==> src/rtl/dmem_arb_pkg.sv <==
// Shared types and constants for the data-memory arbiter.
// Requester encoding doubles as the read-response source tag.
package dmem_arb_pkg;

  typedef enum logic [1:0] {
    ARB   = 2'd0,
    LOCK0 = 2'd1,
    LOCK1 = 2'd2
  } arb_state_t;

  localparam logic REQ_CORE   = 1'b0;
  localparam logic REQ_LOADER = 1'b1;

endpackage

==> src/rtl/rr_pick2.sv <==
// Combinational two-way round-robin picker.
// On contention the requester that was not granted last wins.
module rr_pick2 (
  input  logic [1:0] valid,
  input  logic       last,
  output logic [1:0] grant
);

  always_comb begin
    grant = 2'b00;
    case (valid)
      2'b01:   grant = 2'b01;
      2'b10:   grant = 2'b10;
      2'b11:   grant = last ? 2'b01 : 2'b10;
      default: grant = 2'b00;
    endcase
  end

endmodule

==> src/rtl/dmem_arbiter.sv <==
// Two-requester data-memory arbiter: core (r0) and loader/debug (r1).
// Round-robin on contention, optional burst lock, one-cycle read latency.
//
// state | meaning
// ARB   | round-robin between r0 and r1
// LOCK0 | r0 holds a burst lock; only r0 can be granted
// LOCK1 | r1 holds a burst lock; only r1 can be granted
module dmem_arbiter
  import dmem_arb_pkg::*;
#(
  parameter int DATA_W = 32,
  parameter int ADDR_W = 9
) (
  input  logic              clk,
  input  logic              reset,
  input  logic              r0_valid,
  input  logic              r0_we,
  input  logic              r0_lock,
  input  logic [ADDR_W-1:0] r0_addr,
  input  logic [DATA_W-1:0] r0_wdata,
  input  logic              r1_valid,
  input  logic              r1_we,
  input  logic              r1_lock,
  input  logic [ADDR_W-1:0] r1_addr,
  input  logic [DATA_W-1:0] r1_wdata,
  output logic              r0_ready,
  output logic              r1_ready,
  output logic              r0_rvalid,
  output logic              r1_rvalid,
  output logic [DATA_W-1:0] r0_rdata,
  output logic [DATA_W-1:0] r1_rdata,
  output logic              mem_wr,
  output logic              mem_rd,
  output logic [ADDR_W-1:0] mem_addr,
  output logic [DATA_W-1:0] mem_wdata,
  input  logic [DATA_W-1:0] mem_rdata,
  output logic              core_stall
);

  arb_state_t        r_state;
  logic              r_last;
  logic              r_pend_v;
  logic              r_pend_tag;
  logic [DATA_W-1:0] r_rdata0;
  logic [DATA_W-1:0] r_rdata1;

  logic [1:0]        w_valid;
  logic [1:0]        w_pick;
  logic [1:0]        w_grant;
  logic              w_acc;
  logic              w_sel;
  logic              w_we;
  logic              w_lock;

  assign w_valid = {r1_valid, r0_valid};

  rr_pick2 u_pick (
    .valid (w_valid),
    .last  (r_last),
    .grant (w_pick)
  );

  // Grants are gated by reset so nothing reaches memory while it is held.
  always_comb begin
    w_grant = 2'b00;
    if (reset) begin
      case (r_state)
        ARB:     w_grant = w_pick;
        LOCK0:   w_grant = {1'b0, r0_valid};
        LOCK1:   w_grant = {r1_valid, 1'b0};
        default: w_grant = 2'b00;
      endcase
    end
  end

  assign w_acc  = |w_grant;
  assign w_sel  = w_grant[1];
  assign w_we   = w_sel ? r1_we   : r0_we;
  assign w_lock = w_sel ? r1_lock : r0_lock;

  assign r0_ready   = w_grant[0];
  assign r1_ready   = w_grant[1];
  assign mem_wr     = w_acc & w_we;
  assign mem_rd     = w_acc & ~w_we;
  assign mem_addr   = w_acc ? (w_sel ? r1_addr  : r0_addr)  : '0;
  assign mem_wdata  = w_acc ? (w_sel ? r1_wdata : r0_wdata) : '0;
  assign core_stall = reset & r0_valid & ~w_grant[0];

  assign r0_rvalid = r_pend_v & (r_pend_tag == REQ_CORE);
  assign r1_rvalid = r_pend_v & (r_pend_tag == REQ_LOADER);
  assign r0_rdata  = r0_rvalid ? mem_rdata : r_rdata0;
  assign r1_rdata  = r1_rvalid ? mem_rdata : r_rdata1;

  always_ff @(posedge clk or negedge reset) begin
    if (!reset) begin
      r_state    <= ARB;
      r_last     <= REQ_LOADER;  // "last = loader" makes the core win first contention
      r_pend_v   <= 1'b0;
      r_pend_tag <= REQ_CORE;
      r_rdata0   <= '0;
      r_rdata1   <= '0;
    end else begin
      r_pend_v <= mem_rd;
      if (mem_rd)    r_pend_tag <= w_sel;
      if (r0_rvalid) r_rdata0   <= mem_rdata;
      if (r1_rvalid) r_rdata1   <= mem_rdata;
      if (w_acc)     r_last     <= w_sel;

      case (r_state)
        ARB: begin
          if (w_acc && w_lock) r_state <= w_sel ? LOCK1 : LOCK0;
        end
        // While locked a valid owner is always accepted, so dropping
        // lock or valid both end the burst.
        LOCK0: begin
          if (!r0_valid || !r0_lock) r_state <= ARB;
        end
        LOCK1: begin
          if (!r1_valid || !r1_lock) r_state <= ARB;
        end
        default: r_state <= ARB;
      endcase
    end
  end

endmodule

==> config.mk <==
export PLATFORM = sky130hd
export DESIGN_NAME = dmem_arbiter
export DESIGN_NICKNAME = d
export VERILOG_FILES = /design/src/rtl/dmem_arb_pkg.sv /design/src/rtl/rr_pick2.sv /design/src/rtl/dmem_arbiter.sv
export SDC_FILE = /design/constraint.sdc
export NUM_CORES = 1
export LEC_CHECK = 0
export CAP_MARGIN = 20
export CELL_PAD_IN_SITES_DETAIL_PLACEMENT = 0
export CELL_PAD_IN_SITES_GLOBAL_PLACEMENT = 1
export CORE_ASPECT_RATIO = 1.75
export CORE_UTILIZATION = 25
export CTS_CLUSTER_SIZE = 12
export DETAILED_ROUTE_END_ITERATION = 8
export PLACE_DENSITY_LB_ADDON = 0.1
export SLEW_MARGIN = 20
export SYNTH_ARGS = -nofsm -noshare
export SYNTH_HDL_FRONTEND = slang
export SYNTH_SLANG_ARGS = --single-unit
==> constraint.sdc <==
create_clock -name clk -period 2 [get_ports clk]
set_input_delay 0.4 -clock clk [delete_from_list [all_inputs] [get_ports clk]]
set_output_delay 0.4 -clock clk [all_outputs]
set_load 0.005 [all_outputs]
==> results of run 1 <==
## placed cells by master (no fill, tap or decap), drive strengths merged, types with 3 or more instances in the layout
master           n
buf            195
nor2b            5
clkdlybuf4s50  118
dfrtp           68
nand2           87
clkbuf          17
o21ai            3
a21oi           43
nor2             4
dlygate4sd2      4
mux2            64
## what timing repair did
item / in CTS / in global routing
gates resized for setup: 592 / 118
pin swaps: 11 / 27
buffers inserted: 39 / 23
hold buffers: 0 / 0
setup endpoints to repair: 112 / 109
gates cloned: 7 / 2
## power by group
group	switching (mW)	total [mW]	internal, mW
Combinational	0.846	2.45	1.60
Sequential	0.101	1.82	1.72
Clock	0.578	1.65	1.07
## per-layer routing
layer / global-route usage / share of wire / wire (um) / up-vias
met5: 0 / 0 / 0 / -
met4: 0.0676 / 0.019 / 248 / 0
met3: 0.0518 / 0.069 / 920 / 18
met2: 0.360 / 0.57 / 7590 / 165
met1: 0.184 / 0.34 / 4480 / 1717
li1: - / - / - / 1649
## kinds of logic (layout without fill, tap and decap cells)
logic type,count (synthesis),after routing,synth area share
AND/OR/NAND/NOR,99,99,0.124
buffers and inverters,22,341,0.0426
AO/OA/AOI/OAI,49,49,0.0802
multiplexers,65,65,0.224
flip-flops,69,69,0.530
## worst max path at each step
stage	startpoint	end	slack, ps	depth (start not counted)
final	r_state[0]	mem_addr[6]	-250	9
after global routing	r_state[0]	mem_addr[8]	-340	9
after CTS	r_state[0]	mem_addr[4]	-270	8
after detailed placement	r0_valid	mem_wdata[28]	-820	8
after global placement	r1_valid	mem_addr[3]	-820	9
after floorplan	r0_valid	mem_wdata[22]	400	7
## sequential cells by signal, indices dropped and copies added (netlist names)
name and cells:
r_pend_v 1, r_pend_tag 1, r_rdata1 32, r_last 1, r_state 2, r_rdata0 32
## critical path, delay by kind of cell (launching register included)
| family | cells | cell delay (ps) |
|---|---|---|
| DFF | 1 | 370 |
| and+or+nand+nor | 2 | 240 |
| AOI/OAI and AO/OA | 2 | 330 |
| buffers and inverters | 5 | 590 |
## per-stage QoR
stage               TNS, ps  utilization
floorplan                 0            -
global placement     -32690        0.479
detailed placement   -33270        0.479
CTS                  -15270        0.562
global route         -18350        0.603
finish               -11290        0.603
## cell type report
class / instances / area, um2
well taps: 168 / 210
multi-input cells: 213 / 1970
fillers: 1070 / 4990
clock inverters: 4 / 55.1
inverters: 2 / 20.0
repair buffers: 323 / 3320
flip-flops and latches: 69 / 1730
clock buffers: 12 / 267
==> impl_metrics.yaml, run 1 <==
timing:
  post-route-min-period_ps: 2250
  setup_violations: 103
  skew_ps: 4.42
  worst_pin_slew_ps: 557
  hold_viol_final: 0
  rsz0062_at_grt: "yes"
  slew_headroom: 0.629
  max_freq_ghz: 0.444
  holdWs_ps: 103
  finalMaxSlewViolations: 0
  layout_setup_ws_ps: -253
  post-route-period-util: 1.13
floorplan:
  start_util: 0.260
  die_area_um2: 13500
  core-area_um2: 12600
  die_w_um: 88.3
  die_h_um: 153
  io_pins: 234
  num_rows: 54
clock_network:
  cts_root_buf: "clkbuf_16"
  htree_levels: 3
  cts_num_sinks: 69
  clk_pin_slew_ps: 50
  clk_latency_ps: 330
  cts_buffer_depth: 2
  cts_tree: "yes"
  cts_buffers: 9
power_and_ir_drop:
  power_mw: 5.92
  total_leakage_power_nw: 3.68
  vdd_ir_drop_max_v: 0.000335
  p_per_area_nw_per_um2: 781
routing:
  firstDrtPassIters: 4
  ant_nets: 0
  wl_per_cell_um: 16.7
  totalWireLength_um: 13200
  num_vias: 3549
  drcViolationCount: 0
  routed_via_density: 4.49
  drt-initial-drc-count: 112
synthesis:
  yosys_most_used_dff: "dfrtp_1"
  synth_edf_count: 0
  synth_top_area_cell: "dfrtp_1"
  synth_top_area_frac: 0.522
  ys_ff_latch: 69
  syn-num-nets: 426
  synthCells: 304
  yosysSeqAreaShare: 0.530
  async_flop_share: 1.00
  yosysWarningCount: 0
  syn_area_per_cell_um2: 10.7
  synthTopCellsByArea: "dfrtp_1 (52%), mux2_2 (22%), nand2_1 (10%)"
  synth.distinct_cells: 22
  netlist_area_um2: 3260
  yosysMostFrequentCell: "nand2_1"
  synthTopCellsByCount: "nand2_1 (87), dfrtp_1 (68), mux2_2 (64)"
worst_setup_path:
  crit_required_ps: 1600
  crit_chain: "nand3b_1 -> a21o_1 -> buf_12 -> inv_12 -> buf_12 -> buf_4 -> nand2_1 -> a21oi_1 -> buf_2"
  cp-start-kind: "register"
  end_kind: "output pin"
  critPathMaxStageDelay_ps: 370
  crit_fanout: 7
  timing.rr.end: "r_pend_v"
  r2r_setup_slack_ps: 410
  reg2reg_depth: 7
  timing.critical_path.mode_cell: "buf_12"
  slowest_stage: "dfrtp_1"
  reg2reg_from: "r_state[0]"
  cp_data_arrival_time_ps: 1850
  criticalPathCategory: "reg -> out"
grt:
  antenna_found_initial: 0
  first_global_vias: 3793
  grt_max_degree: 45
  grt_overflow: 0
  track_usage: 0.188
  grt_pass1_wl_um: 19300
placement:
  placed_area_um2: 6020
  io_buffers: 233
  dp_slack_ps: -820
  place_inst: 714
  dp_hpwl_um: 8500
  gp_congestion: 0.773
layout:
  fin_cells: 791
  antenna_cells: 0
  drive_gt1_frac: 0.570
  nNetsFinal: 740
  syn2layout_area_growth_pct: 132
  fin_area_um2: 7580
run_status:
  status: "finished, violations left"
  violations: "negative setup slack"
run:
  drv_cap: 0
hold_path:
  worstHoldPathType: "in -> async"
(Power assumes the default switching activity.)
==> run 2, diff against run 1 <==
Settings changed: SLEW_MARGIN 20 to 0.
==> results of run 2 <==
No change in the layout: final DEF, timing and power equal those of run 1.
==> patch, RTL diff (settings of run 1) <==
Make the reset (`reset`) synchronous in one clocked block.
--- a/src/rtl/dmem_arbiter.sv
+++ b/src/rtl/dmem_arbiter.sv
@@ -91,7 +91,7 @@
   assign r0_rdata  = r0_rvalid ? mem_rdata : r_rdata0;
   assign r1_rdata  = r1_rvalid ? mem_rdata : r_rdata1;
 
-  always_ff @(posedge clk or negedge reset) begin
+  always_ff @(posedge clk) begin
     if (!reset) begin
       r_state    <= ARB;
       r_last     <= REQ_LOADER;  // "last = loader" makes the core win first contention
Check against the original RTL: differs if reset is asserted again (counterexample within 4 cycles, from zero or initial values and one cycle with reset low); with reset held inactive, the same outputs for 10 cycles.
==> patch against run 1 <==
- the run still ends with negative setup slack left
- synthesized area decreased by 3.9%
- worst setup slack gained 0.074 ns
- routed wire length up 3.0%
- sequential cell count unchanged
- final area shrank 11%
- non-clock buffer count is 2 lower
- synthesized cell count down 6.3%
- largest cell class unchanged
- highest routed layer unchanged
Power is not compared: it rests on default switching activity, and its combinational part moved more than twofold at a synthesized area within 25%.
==> patch: results <==
[worst_hold_path]
hp-class = flip-flop to flip-flop

[synthesis]
synthMuxAreaShare_pct = 22.98
synth.area.top_cells = dfxtp_1 44%, mux2_2 23%, and2_1 13%, a22o_1 12%, buf_2 2.1%
synth_async_sr_flop_share_pct = 0
yosysUniqueCellTypes = 19
synthesis.nets = 407
synth_compound_area_share_pct = 12.97

[setup_path]
crit_path_top_delay_cell = or3b_4
cp.arrival_ns = 1.78
reg2reg_slack_ns = 0.05
reg2reg_depth = 13
path_delay_family = simple AND/OR/NAND/NOR gates
max_stage_delay_ns = 0.45
r2r_end = r_pend_tag$_SDFFE_PN0P_

[timing]
layout_setup_ws_ns = -0.1795
setup_viol = 65
holdWs_ns = 0.5477
tightest_slew_ns = 0.4298
tns_ns = -5.868

[route]
via_per_inst = 4.535
drt_iter0_drc = 82
wl_met1_um = 4552
routed-wl-met2_um = 7653
drt-total-wl_um = 13640
wl_met3_um = 978

[status]
status = finished with violations
violations = negative setup slack

[placement]
placed_area_sq_um = 5703
gp_congestion = 0.7507

[finish]
nets = 720
drive_above_1_share_pct = 48.42

[global_routing]
globalRouteMet2Util_pct = 42.18
grt_start_max_net_pins = 55
use_met3_pct = 6.360
antenna_found_initial = 1
grt_usage_pct = 21.19
## patch: changes by cell type after synthesis, moves of 42 or more
cell,before,now
and2_1,0,67
dfxtp_1,0,69
a21oi_1,43,1
a22o_1,0,44
nand2_1,87,2
dfrtp_1,68,0
## patch: metrics by stage
step           utilization (%)  power, W
2_1_floorplan                -  0.001750
3_3_place_gp             46.99  0.002342
3_5_place_dp             46.99  0.002346
4_1_cts                  55.92  0.004032
5_1_grt                  55.76  0.004178
6_report                 55.76  0.003994
## patch: what timing repair did
action	in CTS	in global routing
resized for setup	424	109
endpoints found under the setup margin	111	104
gates cloned	13	2
pin swaps	10	16
setup buffers	63	10
endpoints found under the hold margin	0	0
## patch: cell type report
class                   instances  area [sq um]
multi-input cells             193          1843
well taps                     165         206.4
repair buffers                321          3043
clock buffers                  12         256.5
inverters                       4         15.01
flip-flops and latches         69          1390
diodes                          1         2.502
fillers                      1139          5369
clock inverters                 2         10.01
